===== src/rtl/jtpopeye_pkg.sv =====
// Shared timing defaults, scroll register map and scroll register bundle
// for the raster timer.
package jtpopeye_pkg;

   localparam int DEF_HTOTAL   = 384;
   localparam int DEF_HACTIVE  = 256;
   localparam int DEF_HS_START = 288;
   localparam int DEF_HS_LEN   = 32;
   localparam int DEF_VTOTAL   = 264;
   localparam int DEF_VACTIVE  = 224;
   localparam int DEF_VS_START = 240;
   localparam int DEF_VS_LEN   = 4;

   localparam logic [1:0] SCRX = 2'd0;
   localparam logic [1:0] SCRY = 2'd1;
   localparam logic [1:0] FLIP = 2'd2;

   typedef struct packed {
      logic [7:0] scrx;
      logic [7:0] scry;
      logic       flip;
   } scroll_t;

endpackage


===== src/rtl/jtpopeye_vtimer_scroll_regs.sv =====
// CPU-visible scroll/flip shadow registers and the active copy that the
// raster logic uses, reloaded as one unit at the start of vblank.
module jtpopeye_scroll_regs
   import jtpopeye_pkg::*;
(
   input  logic       clk,
   input  logic       rst,
   input  logic       xfer,
   input  logic       cpu_cen,
   input  logic       scr_we,
   input  logic [1:0] scr_addr,
   input  logic [7:0] cpu_dout,
   output scroll_t    act
);

   scroll_t shd_q, shd_d;
   scroll_t act_q, act_d;

   // Transfer reads shd_q, so a write landing on the same clk waits a frame.
   always_comb begin
      shd_d = shd_q;
      act_d = act_q;
      if (xfer) act_d = shd_q;
      if (cpu_cen && scr_we) begin
         case (scr_addr)
            SCRX:    shd_d.scrx = cpu_dout;
            SCRY:    shd_d.scry = cpu_dout;
            FLIP:    shd_d.flip = cpu_dout[0];
            default: ;
         endcase
      end
   end

   always_ff @(posedge clk) begin
      if (rst) begin
         shd_q <= '0;
         act_q <= '0;
      end else begin
         shd_q <= shd_d;
         act_q <= act_d;
      end
   end

   assign act = act_q;

endmodule


===== src/rtl/jtpopeye_vtimer.sv =====
// Raster timing generator: H/V counters, blanking, sync and the scrolled
// background coordinates handed to the tile stage.
module jtpopeye_vtimer
   import jtpopeye_pkg::*;
#(
   parameter int HTOTAL   = DEF_HTOTAL,
   parameter int HACTIVE  = DEF_HACTIVE,
   parameter int HS_START = DEF_HS_START,
   parameter int HS_LEN   = DEF_HS_LEN,
   parameter int VTOTAL   = DEF_VTOTAL,
   parameter int VACTIVE  = DEF_VACTIVE,
   parameter int VS_START = DEF_VS_START,
   parameter int VS_LEN   = DEF_VS_LEN
) (
   input  logic       clk,
   input  logic       rst,
   input  logic       pxl_cen,
   input  logic       cpu_cen,
   input  logic       scr_we,
   input  logic [1:0] scr_addr,
   input  logic [7:0] cpu_dout,
   output logic [8:0] H,
   output logic [8:0] V,
   output logic       LHBL,
   output logic       LVBL,
   output logic       HS,
   output logic       VS,
   output logic [8:0] ROVI,
   output logic [7:0] ROH,
   output logic       flip
);

   localparam logic [8:0] H_LAST = 9'(HTOTAL - 1);
   localparam logic [8:0] V_LAST = 9'(VTOTAL - 1);
   localparam logic [8:0] H_ACT  = 9'(HACTIVE);
   localparam logic [8:0] V_ACT  = 9'(VACTIVE);
   localparam logic [8:0] V_XFER = 9'(VACTIVE - 1);
   localparam logic [8:0] HS_S   = 9'(HS_START);
   localparam logic [8:0] HS_E   = 9'(HS_START + HS_LEN);
   localparam logic [8:0] VS_S   = 9'(VS_START);
   localparam logic [8:0] VS_E   = 9'(VS_START + VS_LEN);

   logic [8:0] h_q, h_d, v_q, v_d, rovi_q, rovi_d;
   logic [7:0] roh_q, roh_d;
   logic       lhbl_q, lhbl_d, lvbl_q, lvbl_d, hs_q, hs_d, vs_q, vs_d;
   logic       xfer;
   logic [7:0] sum_h;
   logic [8:0] sum_v;
   scroll_t    act;

   always_comb begin
      h_d    = h_q;
      v_d    = v_q;
      lhbl_d = lhbl_q;
      lvbl_d = lvbl_q;
      hs_d   = hs_q;
      vs_d   = vs_q;
      roh_d  = roh_q;
      rovi_d = rovi_q;
      xfer   = 1'b0;
      sum_h  = h_q[7:0] + act.scrx;
      sum_v  = v_q + {1'b0, act.scry};
      if (pxl_cen) begin
         if (h_q == H_LAST) begin
            h_d = '0;
            v_d = (v_q == V_LAST) ? '0 : v_q + 9'd1;
         end else begin
            h_d = h_q + 9'd1;
         end
         // Blank/sync decode the new count so they line up with H/V.
         lhbl_d = h_d < H_ACT;
         lvbl_d = v_d < V_ACT;
         hs_d   = (h_d >= HS_S) && (h_d < HS_E);
         vs_d   = (v_d >= VS_S) && (v_d < VS_E);
         // Scroll sums use the old count, giving the one-pixel lag.
         roh_d  = act.flip ? ~sum_h : sum_h;
         rovi_d = act.flip ? {sum_v[8], ~sum_v[7:0]} : sum_v;
         xfer   = (h_q == H_LAST) && (v_q == V_XFER);
      end
   end

   always_ff @(posedge clk) begin
      if (rst) begin
         h_q    <= '0;
         v_q    <= '0;
         lhbl_q <= 1'b1;
         lvbl_q <= 1'b1;
         hs_q   <= 1'b0;
         vs_q   <= 1'b0;
         roh_q  <= '0;
         rovi_q <= '0;
      end else begin
         h_q    <= h_d;
         v_q    <= v_d;
         lhbl_q <= lhbl_d;
         lvbl_q <= lvbl_d;
         hs_q   <= hs_d;
         vs_q   <= vs_d;
         roh_q  <= roh_d;
         rovi_q <= rovi_d;
      end
   end

   jtpopeye_scroll_regs u_regs (
      .clk      (clk),
      .rst      (rst),
      .xfer     (xfer),
      .cpu_cen  (cpu_cen),
      .scr_we   (scr_we),
      .scr_addr (scr_addr),
      .cpu_dout (cpu_dout),
      .act      (act)
   );

   assign H    = h_q;
   assign V    = v_q;
   assign LHBL = lhbl_q;
   assign LVBL = lvbl_q;
   assign HS   = hs_q;
   assign VS   = vs_q;
   assign ROH  = roh_q;
   assign ROVI = rovi_q;
   assign flip = act.flip;

endmodule


===== config.mk =====
export PLATFORM = sky130hd
export DESIGN_NAME = jtpopeye_vtimer
export DESIGN_NICKNAME = d
export VERILOG_FILES = /design/src/rtl/jtpopeye_pkg.sv /design/src/rtl/jtpopeye_vtimer_scroll_regs.sv /design/src/rtl/jtpopeye_vtimer.sv
export SDC_FILE = /design/constraint.sdc
export NUM_CORES = 1
export LEC_CHECK = 0
export ABC_AREA = 1
export CELL_PAD_IN_SITES_DETAIL_PLACEMENT = 0
export CELL_PAD_IN_SITES_GLOBAL_PLACEMENT = 1
export CORE_MARGIN = 2
export CORE_UTILIZATION = 40
export DETAILED_ROUTE_END_ITERATION = 8
export PLACE_DENSITY = 0.86
export SYNTH_ARGS = -nofsm -noshare
export SYNTH_HDL_FRONTEND = slang
export SYNTH_SLANG_ARGS = --single-unit

===== constraint.sdc =====
create_clock -name clk -period 2.25 [get_ports clk]
set_clock_uncertainty 0.1 [all_clocks]
set_input_delay 0.5625 -clock clk [delete_from_list [all_inputs] [get_ports clk]]
set_output_delay 0.5625 -clock clk [all_outputs]
set_load 0.02 [all_outputs]

[Word level (Yosys, flattened, before mapping)]
Index checks and enable logic that the tools add are counted.
Storage, ports and cells
  logic and storage cells: 47
  register bits: 73
  output and inout port bits: 40
  input port bits: 15
Operators by class
  multiplexer cells: 8
  reductions and logical operators: 8
  order comparisons: 6
  bitwise logic cells: 2
  add/sub/neg operators: 4
  equal/unequal tests: 5
Operators by type and width (count)
  $mux W9: 5
  $add A9 B1 Y9 const B: 2
  $eq A9 B9 Y1 const B: 2
  $lt A9 B8 Y1 const B: 2
  $lt A9 B9 Y1 const B: 2
  $mux W8: 2
  $not A8 Y8: 2
  $add A9 B8 Y9: 1
  $eq A9 B8 Y1 const B: 1
  $ge A9 B8 Y1 const B: 1
  $ge A9 B9 Y1 const B: 1
  $add A8 B8 Y8: 1
  $reduce_and A2 Y1: 3
  $logic_and A1 B1 Y1: 4
  $eq A2 B1 Y1 const B: 1
  $eq A2 B2 Y1 const B: 1
  $logic_not A2 Y1: 1
  $mux W1: 1

[Longest topological paths before layout]
  word-level depth: 6
  gate-level depth with buffers: 13
  gate-level depth less buffers: 12

[Modules after synthesis]
Synthesis repeated with hierarchy kept, for this count alone.
Second synthesis, totals
  cell total of the unflattened synthesis: 571
  area total of the unflattened synthesis: 4037.6 sq um
By module, submodules not included
  jtpopeye_vtimer: cells an instance 390, area each 2667.6 sq um, times used 1, sequential area each 780.7 sq um
  jtpopeye_scroll_regs: cells an instance 181, area each 1370.1 sq um, times used 1, sequential area each 680.7 sq um

[Worst setup path before layout]
OpenSTA, ideal clock, no wires.
  path kind: flip-flop to flip-flop
  start: reg v_q[0] (netlist: V[0])
  end: reg rovi_q[8] (netlist: ROVI[8])
  arrival: 1807 ps
  setup time: 115 ps
  period minus slack after synthesis: 2023 ps
  path buffers: 0
  data required time: 2035 ps
  stages on the path, launching flop included: 12
  setup slack: 227 ps
  cells stage by stage: dfxtp_1 ha_1 inv_1 fa_1 inv_1 nand3_1 nand2_1 nand4_1 o211ai_1 nor2_1 o21ai_0 inv_1
Between the ends
  longest elaborated chain between the ends: 1
Ends and longest elaborated chain
  from (decl): RTL line jtpopeye_vtimer.sv:43  | logic [8:0] h_q, h_d, v_q, v_d, rovi_q, rovi_d;
  from (signal assigned): RTL line jtpopeye_vtimer.sv:94  | v_q <= v_d;
  $add A9 B8 Y9: RTL line jtpopeye_vtimer.sv:62  | sum_v = v_q + {1'b0, act.scry};
  to (signal assigned): RTL line jtpopeye_vtimer.sv:100  | rovi_q <= rovi_d;
  to (decl): RTL line jtpopeye_vtimer.sv:43
No other way between the ends.
A chain may end at the register's enable or synchronous reset.

[Worst setup path after layout]
  start: reg h_q[0] (netlist: H[0])
  end: out H[0]
RTL lines
  from (decl): RTL line jtpopeye_vtimer.sv:43
  from (signal assigned): RTL line jtpopeye_vtimer.sv:84  | h_q <= '0;
  from (signal assigned): RTL line jtpopeye_vtimer.sv:93  | h_q <= h_d;
  to (decl): RTL line jtpopeye_vtimer.sv:22  | output logic [8:0] H,
No word-level cell between the ends.

==> metrics <==
run status complete, no violations; Crit path required time 1590 ps; Resized cells post-CTS 1; Routability Congestion 0.891; Yosys top cell by area dfxtp_1; worst hold stages 2; Place WS 248 ps; Main synth FF type dfxtp_1; Async SR Flop Fraction 0%; H-Tree Depth 3; top-area cell type share of the netlist area 36.7%; later-pin clock latency in the skew report 350 ps; antenna-violating nets left 0; Max Cap Viol 0; critical setup path kind flip-flop to output pin; hpwl dp 7390 µm; Fmax 458 MHz; Seq pwr share 51.6%; Comb pwr share 14.1%; Worst Hold Class flip-flop to flip-flop; top fanout value on the critical path 5; synthesized area per cell 7.12 µm²; GR Util All Layers 18.9%; die width 104 µm; Syn-to-layout area delta 23.1%; Rel. slew slack 77.1%; Mapped Nets 594; number of global-route vias before repair 3,416; power per cell area 547 mW/mm²; Finish-stage setup viols 0; Yosys warning count 0; initial cell density of the core 40.9%; Die Y 104 µm; Post-Syn Area 0.00398 mm²; Sink Count 73; Die Area 0.0108 mm²; crit path DAT 1520 ps; clock buffer depth 2; CTS tree yes; Row Count 36; FF-to-FF path depth 10; first-pass GRT wire length 16,600 µm; Ports 55; RSZ-0062 raised after global routing no; routed len/inst 13.0 µm; Final Hold Violating Endpoints 0; hold_buf cts 0; setup TNS 0 ps; number of synthesized flops with an enable pin 0; Sw Ratio 28.9%; Syn Inst Count 559; fin crit period 2180 ps; setup bufs post-CTS 0; #FFs+latches synth 73; Layout Cells excl Fill 759; Finished Core Util 50.4%; Critical Path Start Type flip-flop; largest net degree at the start of global routing 41; worst hold slack 356 ps; Detailed Routing Iterations Pass 1 4; count of input and output buffers 54; Final Max Tran Viols 0; register area share after synthesis 36.7%; most common cell after layout, fill and taps aside nand2_1; drt drc 0; PnR worst setup slack 67.9 ps; Root Driver clkbuf_8; share of cells above drive strength 1 11.0%; synth top area cells dfxtp_1 (37%), nand2_1 (11%), nor2_1 (7.4%), ha_1 (5.7%), inv_1 (5.7%); Worst-path clk slew 80 ps; net switching power 0.000776 W; CTS buffer count 9; Tcrit/Tclk final 97.0%; antenna violations before repair 0; Diodes inserted 0; Slew @ Worst Pin 341 ps; vias post-DR 3,690; Via-to-Cell Ratio 4.86; nets@finish 656; Crit. End Element output pin; DP Cell Count 743; Placeable Area 0.00973 mm²; Worst VDD drop 0.000338 V; Static Leak 2.22 nW; clock share of power 34.3%; P_int 0.00191 W; Synth cell types 31; Layout fillers 1,017; GRT overflow 0; commonest non-fill, non-tap cells in the layout nand2_1 (116), nor2_1 (78), dfxtp_1 (72), inv_1 (60), clkdlybuf4s50_1 (53); Total Wirelength 9890 µm; DRT iter0 DRCs 123
==> final timing paths <==
path	start	end	slack (ps)
setup reg to reg	V[1]	ROVI[8]	230
hold / removal	u_regs.shd_q[0]	u_regs.shd_q[0]	360
hold reg to reg	u_regs.shd_q[0]	u_regs.shd_q[0]	360
setup / recovery	H[0]	H[0]	70
==> flip-flops by register name, indices dropped and copies added (netlist names) <==
signal	count
H	9
HS	1
LHBL	1
LVBL	1
ROH	8
ROVI	9
V	9
VS	1
u_regs.act	17
u_regs.shd_q	17
==> routing by layer <==
layer	wire length (µm)	global-route usage [%]	vias to the layer above
met5	0	0	-
met4	86	5.79	0
met3	279	2.77	7
met2	4650	31.6	50
met1	4870	25.3	1705
li1	-	-	1928
==> layout make-up <==
| class | count | area [µm²] | share of cell area [%] |
|---|---|---|---|
| Sequential cell | 73 | 1460 | 29.9 |
| Inverter | 63 | 238 | 4.85 |
| Multi-Input combinational cell | 402 | 2180 | 44.5 |
| Timing Repair Buffer | 72 | 683 | 13.9 |
| Tap cell | 133 | 166 | 3.40 |
| Clock inverter | 6 | 42.5 | 0.868 |
| Clock buffer | 10 | 128 | 2.60 |
==> kinds of logic after synthesis <==
group                      after synthesis  synth area share (%)
xor gates and xnor gates                21                  4.62
buffers and inverters                   84                  8.55
AOI/OAI and AO/OA                      101                  14.6
DFF                                     73                  36.7
and+or+nand+nor                        260                  28.9
adders and majority gates               20                  6.66
==> cell usage after synthesis, types with 2 or more instances <==
cell type  number
a211oi_1        4
a21oi_1        35
a21oi_2        10
buf_2           3
clkbuf_1       16
dfxtp_1        73
fa_1            2
ha_1           18
inv_1          60
inv_2           2
nand2_1       116
nand2_2        13
nand3_1        26
nand3b_1        2
nand4_1        10
nor2_1         78
nor2_4          4
nor3_1          7
o211ai_1        4
o21ai_0        43
o221ai_1        3
or2_2           2
xnor2_1         9
xor2_1         12
==> power groups by stage <==
stage | combinational [W] | sequential, W | clock, W
2_1_floorplan | 0.000171 | 0.00145 | 0
3_3_place_gp | 0.000373 | 0.00141 | 0
3_5_place_dp | 0.000377 | 0.00141 | 0
4_1_cts | 0.000379 | 0.00138 | 0.000949
5_1_grt | 0.000416 | 0.00139 | 0.00101
6_report | 0.000377 | 0.00138 | 0.000921
==> stage by stage <==
stage                     cell area [µm²]  power, W
after floorplan                      3980   0.00162
final                                4900   0.00268
after CTS                            4900   0.00271
after global routing                 4900   0.00281
after global placement               4730   0.00179
after detailed placement             4730   0.00179
==> worst max-delay path, stage by stage (launching register included) <==
cell and delay, ps:
dfxtp_1 420, buf_4 150, clkdlybuf4s50_1 600
Power figures use the tool's default switching activity.
==> patch 1, RTL diff (same flow settings) <==
`h_q` and `v_q` no longer have a reset.
--- a/src/rtl/jtpopeye_vtimer.sv
+++ b/src/rtl/jtpopeye_vtimer.sv
@@ -83,4 +83,2 @@
       if (rst) begin
-         h_q    <= '0;
-         v_q    <= '0;
          lhbl_q <= 1'b1;
@@ -92,4 +90,2 @@
       end else begin
-         h_q    <= h_d;
-         v_q    <= v_d;
          lhbl_q <= lhbl_d;
@@ -101,2 +97,7 @@
       end
+   end
+
+   always_ff @(posedge clk) begin
+      h_q <= h_d;
+      v_q <= v_d;
    end
Formal check against the unedited RTL: not equivalent (Yosys sat finds a counterexample within 4 cycles, from zero or initial values and one cycle with rst high).
==> patch 1 against the unedited design <==
Critical path depth stayed put; worst setup slack got worse by 0.0053 ns; power increased by 10%; register-to-register slack worse by 0.11 ns; wire length shrank 7.6%; cell count fell by 7.4%; final area grew 0.49%; sequential cell count unchanged; die area fell by 0.90%; combinational power is 20% higher; area after synthesis fell by 0.94%; clock power is 14% higher; critical path type unchanged; critical endpoint is now V[3]; largest cell class unchanged; highest routed layer unchanged.
==> patch 1: results (changes against the unedited design) <==
commonest cells in the netlist - inv_1 (79), nand2_1 (79), nor2_1 (62), dfxtp_1 (55), o21ai_0 (42)
Post-Synth Adder-Cell Area - 6.73% (+0.063 points)
XOR/XNOR Fraction of Synth Area - 5.55% (+0.93 points)
Place WS - 0.0831 ns (-0.165 ns)
share of cells above drive strength 1 - 10.4% (-0.67 points)
internal power component - 2.15 mW (+13%)
vias in the first global route - 3,202 (-6.3%)
wire length on met3 - 389 um (+39%)
placed cell count - 683 (-8.1%)
final layout net count - 600 (-8.5%)
wire per inst - 13.0 um (-0.23%)
worst reg2reg path depth - 13 (+3)
worst min-delay path endpoint - u_regs.shd_q[9]$_SDFFE_PP0P_
Seq/Total Area, Yosys - 41.6% (+4.9 points)
met2 usage - 30.4% (-1.2 points)
status - finished clean
mean post-synth cell area - 7.87 um2 (+11%)
post-synthesis compound-gate area fraction - 15.2% (+0.68 points)
Slew HR - 60.9% (-16 points)
first-pass GRT wire length - 15,100 um (-8.9%)
GP Congestion - 0.873 (-2.1%)
largest net degree at the start of global routing - 35 (-15%)
Hold Crit Start - u_regs.shd_q[9]$_SDFFE_PP0P_
routed vias/inst - 4.78 (-1.6%)
Total GRT Usage - 18.3% (-0.64 points)
syn_nets - 536 (-9.8%)
CP max FO - 4 (-1)
[patch 1: how the worst max path moves through the flow]
| stage | start | endpoint | slack [ns] | cells after the start |
|---|---|---|---|---|
| after global routing | H[0]$_DFFE_PP_ | ROH[6]$_SDFFE_PP0P_ | -0.03 | 13 |
| after global placement | H[0]$_DFFE_PP_ | ROH[6]$_SDFFE_PP0P_ | 0.17 | 13 |
| final | V[3]$_DFFE_PP_ | V[3] | 0.06 | 2 |
| after floorplan | H[0]$_DFFE_PP_ | ROH[6]$_SDFFE_PP0P_ | 0.11 | 13 |
| after CTS | V[5]$_DFFE_PP_ | V[5] | 0.04 | 1 |
| after detailed placement | H[0]$_DFFE_PP_ | VS$_SDFFE_PP0P_ | 0.08 | 11 |
[patch 1: critical path: cells and delay by family (launching register included)]
family,cells,cell delay [ns]
flops,1,0.43
buf+inv,2,0.74
[patch 1: power by group through the flow]
| stage | clock [mW] | sequential (mW) | combinational (mW) |
|---|---|---|---|
| 2_1_floorplan | 0 | 1.54 | 0.194 |
| 3_3_place_gp | 0 | 1.49 | 0.441 |
| 3_5_place_dp | 0 | 1.49 | 0.448 |
| 4_1_cts | 1.08 | 1.46 | 0.450 |
| 5_1_grt | 1.13 | 1.46 | 0.504 |
| 6_report | 1.05 | 1.45 | 0.454 |
[patch 1: timing repair]
| action | 4_1_cts | 5_1_grt |
|---|---|---|
| endpoints found under the setup margin | 0 | 5 |
| buffers inserted | 0 | 4 |
| resized for setup | 0 | 1 |
[patch 1: final cells by class]
| class | count | area [um2] |
|---|---|---|
| repair buffers | 72 | 696 |
| multi-input cells | 330 | 1910 |
| well taps | 133 | 166 |
| flip-flops and latches | 73 | 1640 |
| clock buffers | 12 | 178 |
| clock inverters | 4 | 31.3 |
| inverters | 79 | 297 |
| fillers | 947 | 4760 |
==> patch 2, RTL diff (config.mk and constraints unchanged) <==
Made on the original files. The package constant `DEF_HS_LEN` goes from 32 to 16.
--- a/src/rtl/jtpopeye_pkg.sv
+++ b/src/rtl/jtpopeye_pkg.sv
@@ -7,3 +7,3 @@
    localparam int DEF_HS_START = 288;
-   localparam int DEF_HS_LEN   = 32;
+   localparam int DEF_HS_LEN   = 16;
    localparam int DEF_VTOTAL   = 264;
Formal check against the unedited RTL: same outputs for any inputs over 10 cycles, from zero or initial values and one cycle with rst high; that may be too few to reach the edited logic, so the function may still have changed.
==> patch 2 against the unedited design <==
Power decreased by 0.15%; area after synthesis decreased by 2.9%; final area decreased by 1.9%; wire length decreased by 6.4%; sequential share of layout area increased by 0.65 points; clock power about the same; global-route usage decreased by 0.62 points; die area decreased by 2.8%; worst setup slack got worse by 0.0016 ns; sequential cell count unchanged; first-iteration DRC count increased by 39%.
==> patch 2: results (changes against the unedited design) <==
WP data arrival - 1.52 ns (about the same)
largest cells by area after synthesis - dfxtp_1 (38%), nand2_1 (8.3%), inv_1 (6.9%), a21oi_1 (6.6%), o21ai_0 (6.3%)
Placed Instance Area - 4580 um2 (-3.0%)
IO Port Bufs - 54 (unchanged)
Total GRT Usage - 18.3% (-0.62 points)
Place WS - 0.104 ns (-0.144 ns)
met1 GRT Util - 24.3% (-1.0 points)
met1 wire length - 4480 um (-8.0%)
largest net degree at the start of global routing - 59 (+44%)
Seq/Total Area, Yosys - 37.8% (+1.1 points)
Synth async-reset ratio - 0% (unchanged)
total wire length - 9260 um (-6.4%)
met2 WL - 4240 um (-8.9%)
Post-Syn Instances - 521 (-6.8%)
met3 Track Usage GR - 3.97% (+1.2 points)
first-pass GRT wire length - 15,000 um (-9.6%)
commonest cells in the netlist - nand2_1 (85), dfxtp_1 (73), inv_1 (71), a21oi_1 (51), o21ai_0 (49)
DR vias - 3,522 (-4.6%)
Hold WC Path Type - reg -> reg
worst reg2reg path depth - 11 (+1)
Highest Signal Layer - met4
share of cells above drive strength 1 - 10.6% (-0.41 points)
LEAKAGE - 2.06 nW (-7.3%)
final layout net count - 615 (-6.3%)
wire per inst - 13.0 um (-0.34%)
CP max FO - 7 (+2)
vias in the first global route - 3,212 (-6.0%)
Antenna diodes - 0 (unchanged)
wire length on met3 - 433 um (+55%)
Clock Root Buffer - clkbuf_8
CP peak stage delay - 0.60 ns (about the same)
delay-heaviest family, CP - buffers and inverters
Clock transition at path regs - 0.08 ns (about the same)
status - finished clean
GP Congestion - 0.884 (-0.82%)
slew of the pin with the lowest slew margin - 0.456 ns (+0.114 ns)
met2 usage - 29.7% (-1.9 points)
unique cell type count in the Yosys netlist - 34 (+9.7%)
initial DRC count - 171 (+39%)
VDD IR max - 0.295 mV (-13%)
syn_nets - 556 (-6.4%)
hpwl dp - 6640 um (-10%)
placed cell count - 695 (-6.5%)
-- patch 2: cell count changes after synthesis, moves of 9 or more --
cell	change
nand2_1	-31
nand3_1	-9
nor2_1	-40
a21oi_1	+16
o21ai_1	+14
inv_1	+11
nand2_2	-13
-- patch 2: final timing paths --
path                                       from                             to  slack, ns
setup / recovery              V[2]$_SDFFE_PP0P_                           V[2]       0.07
setup reg to reg              H[0]$_SDFFE_PP0P_            ROH[6]$_SDFFE_PP0P_       0.18
hold / removal    u_regs.shd_q[10]$_SDFFE_PP0P_  u_regs.shd_q[10]$_SDFFE_PP0P_       0.36
hold reg to reg   u_regs.shd_q[10]$_SDFFE_PP0P_  u_regs.shd_q[10]$_SDFFE_PP0P_       0.36
-- patch 2: timing repair --
action                     4_1_cts  5_1_grt
setup buffers                    0        2
hold buffers                     0        0
cloned                           0        1
hold endpoints to repair         0        0
pin swaps                        0        1
setup endpoints to repair        1       24
resized for setup                1        5
-- patch 2: cell type report --
| cell class | instances | area (um2) |
|---|---|---|
| Fill cell | 929 | 4520 |
| Multi-Input combinational cell | 352 | 2020 |
| Sequential cell | 73 | 1470 |
| Timing Repair Buffer | 72 | 718 |
| Inverter | 72 | 270 |
| Tap cell | 129 | 161 |
| Clock buffer | 10 | 138 |
| Clock inverter | 5 | 32.5 |
-- patch 2: cells by family after synthesis --
group | after synthesis | share of synthesized area [%]
simple gates | 161 | 18.0
compound gates | 146 | 21.6
buf+inv | 96 | 10.1
flops | 73 | 37.8
xor+xnor | 25 | 5.67
fa+ha+maj | 20 | 6.86
-- patch 2: power breakdown --
part           switching, mW  total [mW]  leakage, nW  internal, mW
clock                  0.504       0.924       0.0802         0.420
sequential            0.0415        1.38        0.597          1.34
combinational          0.209       0.372         1.38         0.162
total                  0.755        2.68         2.06          1.92
